<file path="config.mk">
export PLATFORM = sky130hd
export DESIGN_NAME = fpnew_opgrp_scheduler
export DESIGN_NICKNAME = d
export VERILOG_FILES = /design/src/rtl/fpnew_opgrp_scheduler.sv
export SDC_FILE = /design/constraint.sdc
export NUM_CORES = 1
export LEC_CHECK = 0
export CAP_MARGIN = 5
export CORE_AREA = 2 2 145 147
export CTS_CLUSTER_DIAMETER = 150
export DETAILED_ROUTE_END_ITERATION = 10
export DIE_AREA = 0 0 147 149
export PLACE_DENSITY = 0.78
export SLEW_MARGIN = 15
export SYNTH_ARGS = -nofsm -noshare
export SYNTH_HDL_FRONTEND = slang
export SYNTH_SLANG_ARGS = --single-unit
</file>
<file path="constraint.sdc">
create_clock -name clk_i -period 5.2 [get_ports clk_i]
set_input_delay 1.04 -clock clk_i [delete_from_list [all_inputs] [get_ports clk_i]]
set_output_delay 1.04 -clock clk_i [all_outputs]
set_load 0.03 [all_outputs]
</file>
<file path="src/rtl/fpnew_opgrp_scheduler.sv">
// Operation-group scheduler: routes FPU requests to the four opgroup blocks,
// limits in-flight work per group and merges results round-robin.
module fpnew_opgrp_scheduler #(
  parameter int unsigned WIDTH           = 64,
  parameter int unsigned MAX_OUTSTANDING = 4
) (
  input  logic               clk_i,
  input  logic               rst_i,
  input  logic               flush_i,
  input  logic               in_valid_i,
  output logic               in_ready_o,
  input  logic [3:0]         op_i,
  output logic [3:0]         opgrp_in_valid_o,
  input  logic [3:0]         opgrp_in_ready_i,
  input  logic [3:0]         opgrp_out_valid_i,
  output logic [3:0]         opgrp_out_ready_o,
  input  logic [4*WIDTH-1:0] opgrp_result_i,
  input  logic [4*5-1:0]     opgrp_status_i,
  output logic               out_valid_o,
  input  logic               out_ready_i,
  output logic [WIDTH-1:0]   result_o,
  output logic [4:0]         status_o,
  output logic [1:0]         out_opgrp_o,
  output logic               busy_o
);

  localparam int unsigned CW = $clog2(MAX_OUTSTANDING + 1);
  localparam logic [CW-1:0] CNT_MAX = CW'(MAX_OUTSTANDING);

  typedef enum logic [3:0] {
    FMADD, FNMSUB, ADD, MUL, DIV, SQRT, SGNJ, MINMAX,
    CMP, CLASSIFY, F2F, F2I, I2F, CPKAB, CPKCD
  } operation_e;

  typedef enum logic [1:0] {
    ADDMUL, DIVSQRT, NONCOMP, CONV
  } opgroup_e;

  function automatic opgroup_e get_opgroup(input logic [3:0] op);
    opgroup_e g;
    case (op)
      FMADD, FNMSUB, ADD, MUL:    g = ADDMUL;
      DIV, SQRT:                  g = DIVSQRT;
      F2F, F2I, I2F, CPKAB, CPKCD: g = CONV;
      default:                    g = NONCOMP;
    endcase
    return g;
  endfunction

  logic [CW-1:0] cnt_q [4];
  logic [1:0]    rr_q;
  logic          out_valid_q;
  logic [WIDTH-1:0] result_q;
  logic [4:0]    status_q;
  logic [1:0]    opgrp_q;

  logic [1:0] grp;
  logic [3:0] not_full;
  logic [3:0] active;
  logic       issue;
  logic [3:0] inc;
  logic [3:0] dec;
  logic       found;
  logic [1:0] win;
  logic       load_en;
  logic       res_hs;

  assign grp = get_opgroup(op_i);

  always_comb begin
    not_full = '0;
    active   = '0;
    for (int g = 0; g < 4; g++) begin
      not_full[g] = cnt_q[g] < CNT_MAX;
      active[g]   = cnt_q[g] != '0;
    end
  end

  // A full group blocks issue regardless of in_valid_i
  assign opgrp_in_valid_o =
    (in_valid_i && !flush_i && not_full[grp]) ?
    (4'b0001 << grp) : 4'b0000;
  assign in_ready_o = opgrp_in_valid_o[grp] && opgrp_in_ready_i[grp];
  assign issue      = in_valid_i && in_ready_o;
  assign inc        = issue ? (4'b0001 << grp) : 4'b0000;

  // Round-robin search starting at rr_q
  always_comb begin
    logic [1:0] idx;
    found = 1'b0;
    win   = rr_q;
    idx   = rr_q;
    for (int i = 0; i < 4; i++) begin
      idx = rr_q + 2'(i);
      if (!found && opgrp_out_valid_i[idx]) begin
        found = 1'b1;
        win   = idx;
      end
    end
  end

  assign load_en           = !out_valid_q || out_ready_i;
  assign res_hs            = found && load_en && !flush_i;
  assign dec               = res_hs ? (4'b0001 << win) : 4'b0000;
  assign opgrp_out_ready_o = dec;

  always_ff @(posedge clk_i or posedge rst_i) begin
    if (rst_i) begin
      for (int g = 0; g < 4; g++) cnt_q[g] <= '0;
    end else if (flush_i) begin
      for (int g = 0; g < 4; g++) cnt_q[g] <= '0;
    end else begin
      for (int g = 0; g < 4; g++) begin
        if (inc[g] && !dec[g])
          cnt_q[g] <= cnt_q[g] + CW'(1);
        else if (dec[g] && !inc[g] && cnt_q[g] != '0)
          cnt_q[g] <= cnt_q[g] - CW'(1);
      end
    end
  end

  always_ff @(posedge clk_i or posedge rst_i) begin
    if (rst_i) begin
      rr_q        <= '0;
      out_valid_q <= 1'b0;
      result_q    <= '0;
      status_q    <= '0;
      opgrp_q     <= '0;
    end else if (flush_i) begin
      rr_q        <= '0;
      out_valid_q <= 1'b0;
    end else if (res_hs) begin
      rr_q        <= win + 2'd1;
      out_valid_q <= 1'b1;
      result_q    <= opgrp_result_i[win*WIDTH +: WIDTH];
      status_q    <= opgrp_status_i[win*5 +: 5];
      opgrp_q     <= win;
    end else if (out_ready_i) begin
      out_valid_q <= 1'b0;
    end
  end

  assign out_valid_o = out_valid_q;
  assign result_o    = result_q;
  assign status_o    = status_q;
  assign out_opgrp_o = opgrp_q;
  assign busy_o      = (|active) || out_valid_q;

endmodule

</file>
# After elaboration in Yosys (flattened, before gate mapping)
# Memories as Yosys holds them, arrays and structs flattened.
# Cells that the tools add are included.
[word_totals]
wordCells = 123
output_inout_bits = 82
ram_bits = 0
latch_bits = 0
memories = 1
inputBits = 293
romBits = 32
ff_bits = 86
[op_classes]
reduce_logical = 48
eq_ne = 0
div_mod_pow = 0
n_lt_le_gt_ge = 9
n_mux = 38
addsub = 12
bitwise_logic = 1
multipliers = 1
n_shift = 4
[mem_list]
columns = ["memory", "words", "width", "rd", "rd_ports_with_merged_regs", "wr", "line", "rtl"]
rows = [
  ["(name not given)", 16, 2, 1, 0, 0, "41", "case (op)"],
]
[op_table]
columns = ["operator", "n"]
rows = [
  ["$shiftx A256 B9 Y64", 1],
  ["$reduce_bool A3 Y1", 9],
  ["$mux W3", 8],
  ["$logic_and A1 B1 Y1", 21],
  ["$shiftx A20 B6 Y5", 1],
  ["$lt A2 B3 Y1 const B", 5],
  ["$bmux W1 S2", 7],
  ["$mux W1", 14],
  ["$logic_not A1 Y1", 13],
  ["$add A3 B1 Y3 const B", 4],
  ["$lt A3 B3 Y1 const B", 4],
  ["$mux W12", 1],
  ["$mux W4", 3],
  ["$sub A3 B1 Y3 const B", 4],
  ["$mux W2", 5],
  ["$shl A1 B2 Y4 const A", 2],
  ["$mul A2 B3 Y5 const B", 1],
  ["$add A2 B1 Y2 const B", 2],
  ["$add A2 B2 Y2 const B", 2],
  ["$reduce_or A4 Y1", 1],
  ["$logic_or A1 B1 Y1", 2],
  ["$reduce_and A2 Y1", 1],
  ["$reduce_bool A2 Y1", 1],
  ["$not A1 Y1", 1],
]

# Logic depth before layout (Yosys ltp)
[logic_depth]
word_depth = 20
mapped_depth = 14
mapped_depth_nobuf = 12

# Worst setup path after synthesis
# Ideal clock, no wire load.
[synth_path]
path_type = "in2out"
startpoint = "input opgrp_out_valid_i[2]"
endpoint = "output opgrp_out_ready_o[3]"
setup_slack_ps = 1551
stages = 8
required_ps = 4160
path_buffers = 2
arrival_time_ps = 2609
cell_sequence = "nor2b_1 -> o21a_1 -> a211oi_2 -> buf_2 -> buf_2 -> ha_1 -> nand2_1 -> inv_1"
[synth_via]
elab_cells_between_ends = 25
cone_classes = "1 x shift; 16 x mux; 8 x reduce/logical"
[synth_rtl]
columns = ["element", "line", "rtl"]
rows = [
  ["start: declaration", "15", "input logic [3:0] opgrp_out_valid_i,"],
  ["$bmux W1 S2", "95", "if (!found && opgrp_out_valid_i[idx]) begin"],
  ["$mux W1 (implied by the code)", "95", ""],
  ["$mux W1", "95", ""],
  ["$logic_not A1 Y1", "95", ""],
  ["$logic_and A1 B1 Y1", "95", ""],
  ["$mux W1", "95", ""],
  ["$logic_not A1 Y1", "95", ""],
  ["$logic_and A1 B1 Y1", "95", ""],
  ["$mux W1", "95", ""],
  ["$logic_not A1 Y1", "95", ""],
  ["$logic_and A1 B1 Y1", "95", ""],
  ["$mux W2 *", "95", ""],
  ["net win[0]", "64", "logic [1:0] win;"],
  ["$shl A1 B2 Y4 *", "104", "assign dec = res_hs ? (4'b0001 << win) : 4'b0000;"],
  ["$mux W4 *", "104", ""],
  ["end: declaration", "16", "output logic [3:0] opgrp_out_ready_o,"],
]
# The timed path passes the listed nets; every way through them passes the cells marked *. The select of a mux whose other input is x is not followed.

# Worst setup path after layout
[layout_path]
startpoint = "input op_i[3]"
endpoint = "output in_ready_o"
[layout_via]
elab_chain_cells = 8
elab_cells_between_ends = 11
cone_classes = "1 x shift; 7 x mux; 2 x reduce/logical; 1 x memory"
[layout_lines]
columns = ["element", "line", "rtl"]
rows = [
  ["start: declaration", "12", "input logic [3:0] op_i,"],
  ["$mem_v2 Z16 W2 *", "n/a", ""],
  ["$bmux W1 S2", "81", "(in_valid_i && !flush_i && not_full[grp]) ?"],
  ["$mux W1 (implied by the code)", "81", ""],
  ["$logic_and A1 B1 Y1", "81", ""],
  ["$mux W4", "81", ""],
  ["$bmux W1 S2", "83", "assign in_ready_o = opgrp_in_valid_o[grp] && opgrp_in_ready_i[grp];"],
  ["$mux W1 (implied by the code)", "83", ""],
  ["$logic_and A1 B1 Y1 *", "83", ""],
  ["end: declaration", "11", "output logic in_ready_o,"],
]
# Mark *: on every way between the ends. The rest lies on a longest branch, timed or not. The select of a mux whose other input is x is not followed.

==> results.md <==
- Combinational family with the most area after synthesis: simple AND/OR/NAND/NOR gates
- Detailed-router iteration count before antenna repair: 5
- Post-route ant nets: 0
- Hold Violations, Final: 0
- Vias/cell: 4.901
- Dominant cells by area after synthesis: dfrtp_1 35%, nand2_1 22%, and3_1 15%, o31ai_1 8.4%, clkbuf_1 2.6%
- Layout area overhead: 69.72%
- Max VDD drop: 0.0001690 V
- Mapped Cells: 857
- First-pass GRT wire length: 35,400 um
- Post-synthesis mux area share: 0.9786%
- Core Footprint: 20,560 sq um
- EDFF count, synth: 0
- Max Fclk: 0.2183 GHz
- Worst setup SP type: primary input
- Post-Route WL: 22,960 um
- CTS tree: done
- Setup TNS: 0 ns
- Fin crit share: 88.08%
- Clock Skews: 0.01306 ns
- Die width: 147 um
- Clock Path Buffers: 2
- Total track usage: 20.12%
- Net Count, Synth: 1,158
- Syn. warnings: 0
- CP required: 4.16 ns
- Layout cells sized above 1: 3.185%
- Row cnt: 53
- Initial antenna violation count: 0
- Post-synth top area share: 35.07%
- RSZ-0062 raised after global routing: no
- Final Util: 50.67%
- Initial Utilization: 29.85%
- Post-CTS sizing: 0
- Ant diodes: 0
- Post-synth ARST share: 100.0%
- Total setup buffers inserted after CTS: 0
- Top cells by count, synth: 357 x nand2_1, 143 x and3_1, 86 x dfrtp_1
- CP Max Fanout: 15
- Rel. slew slack: 42.39%
- Worst Path Arrival: 3.54 ns
- Crit. End Element: primary output
- Top_reg_cell synth: dfrtp_1
- Synth Area in XOR/XNOR: 0.4281%
- Ports: 375
- Avg WL per Cell: 15.64 um
- Tmin final: 4.580 ns
- Sequential area share after synthesis: 35.07%
- Setup WS pre-CTS: 0.6485 ns
- Final Net Count: 1,489
- Largest net degree at the start of global routing: 85
- TritonCTS Sinks: 86
- Root Buffer: clkbuf_16
- Grt ovf: 0
- Synth Area in Simple Gates: 42.85%
- Most frequent cell after synthesis: nand2_1
- Port Buffers: 374
- Synth Cell Area: 6137 sq um
- Vias in the first global route: 6,892
- Min-Delay Path Class: reg -> reg
- Clk_lat worst skew: 0.34 ns
- Unique masters post-synth: 52
- Area share of fa/ha/maj cells after synthesis: 2.120%
- Chip height: 149 um
- Initial DRC count: 349
- # setup viols final: 0
- Cell Pwr Density: 321.3 nW/um^2
- Power Total: 3.347 mW
- Static Leak: 4.753 nW
- Clock slew at reported path FFs: 0.06 ns
- Kind of critical path: in -> out
- DIE AREA: 21,900 sq um
- Post-Synthesis Mean Instance Area: 7.161 sq um
- DRC: 0
- TritonCTS Buffers: 9
- CTS hold repair buffers: 0
- Max-Cap Viols: 0
- Via count: 7,194
- Worst-Margin Slew: 0.8642 ns
- GPL Wtd Cong: 0.8272
- Yosys reg bits: 86
- Area leader, netlist: dfrtp_1
- Fillers: 1,923
- Complex-gate fraction of the synthesized area: 12.74%
- Post-DP HPWL: 17,140 um
- Pins Over Slew Limit: 0
- Fin worst setup slack: 0.6201 ns
- H-tree depth: 3
- Status: finished clean
-- kinds of logic after synthesis --
family	count (synthesis)
AO/OA/AOI/OAI	103
XOR/XNOR	3
adder cells (fa/ha/maj)	8
buffers and inverters	87
flip-flops	86
multiplexers	6
AND/OR/NAND/NOR	564
-- worst max-delay path, stage by stage --
cell	delay, ns
clkdlybuf4s50_1	0.76
nand2b_1	0.19
a311oi_1	0.50
nand2_1	0.15
nor3_1	0.21
clkdlybuf4s50_1	0.69
-- worst paths after layout --
check | cells after the start | from | slack (ns) | to
setup reg to reg | 11 | rr_q[1] | 2.40 | cnt_q[11]
hold reg to reg | 2 | result_o[44] | 0.47 | result_o[44]
min in group asynchronous | 2 | rst_i | 1.18 | result_o[45]
max in group asynchronous | 3 | rst_i | 3.07 | result_o[49]
hold / removal | 2 | result_o[44] | 0.47 | result_o[44]
setup / recovery | 6 | op_i[3] | 0.62 | in_ready_o
-- layout make-up --
class                           instances  area (sq um)  share of cell area, %
Inverter                               21         83.83                 0.8048
Multi-Input combinational cell        684          3641                  34.96
Clock inverter                          5         106.4                  1.021
Sequential cell                        86          2152                  20.66
Clock buffer                           11         242.7                  2.330
Tap cell                              275         344.1                  3.303
Timing Repair Buffer                  386          3846                  36.93
-- report_power, final --
group	internal, mW	switching, mW	leakage, nW
registers	0.827	0.0912	1.07
clock network	0.484	0.282	0.166
logic	0.743	0.919	3.51
total	2.05	1.29	4.75
-- cells in the final DEF, fill, tap and decap left out, types with 3 or more instances in the layout --
cell             count
bufinv_16            3
ha_1                 4
nand3_1              7
nor2b_1              7
clkbuf_16            9
dfrtp_1             86
clkdlybuf4s50_1    374
nor2_1              12
nor3_1              10
and3_1             143
buf_4               11
xnor2_1              3
a21oi_1              3
mux2i_1              6
o31ai_1             69
fa_1                 4
nor4_1               3
a211oi_1             3
inv_1               18
nand2_1            357
nand2b_1             5
o21ai_0              8
-- stage by stage --
| step | instances | hold slack, ns | area (sq um) |
|---|---|---|---|
| after floorplan | 857 | 0.4823 | 6137 |
| after global placement | 1452 | 0.4608 | 10070 |
| after detailed placement | 1452 | 0.4644 | 10070 |
| after CTS | 1468 | 0.4787 | 10420 |
| after global routing | 1468 | 0.4945 | 10420 |
| final | 1468 | 0.4736 | 10420 |
-- metal layers --
layer | global-route usage, % | part of all wire (%) | wire [um]
met1 | 23.49 | 39 | 8959
met2 | 35.75 | 50 | 11550
met3 | 5.138 | 8.0 | 1831
met4 | 7.452 | 2.7 | 621
met5 | 0 | 0 | 0
-- registers in the layout (all words and copies together), names as in the netlist --
name / cells
result_o: 64
cnt_q: 12
status_o: 5
rr_q: 2
out_opgrp_o: 2
out_valid_o: 1
No activity file was read; power rests on OpenSTA's default activity.
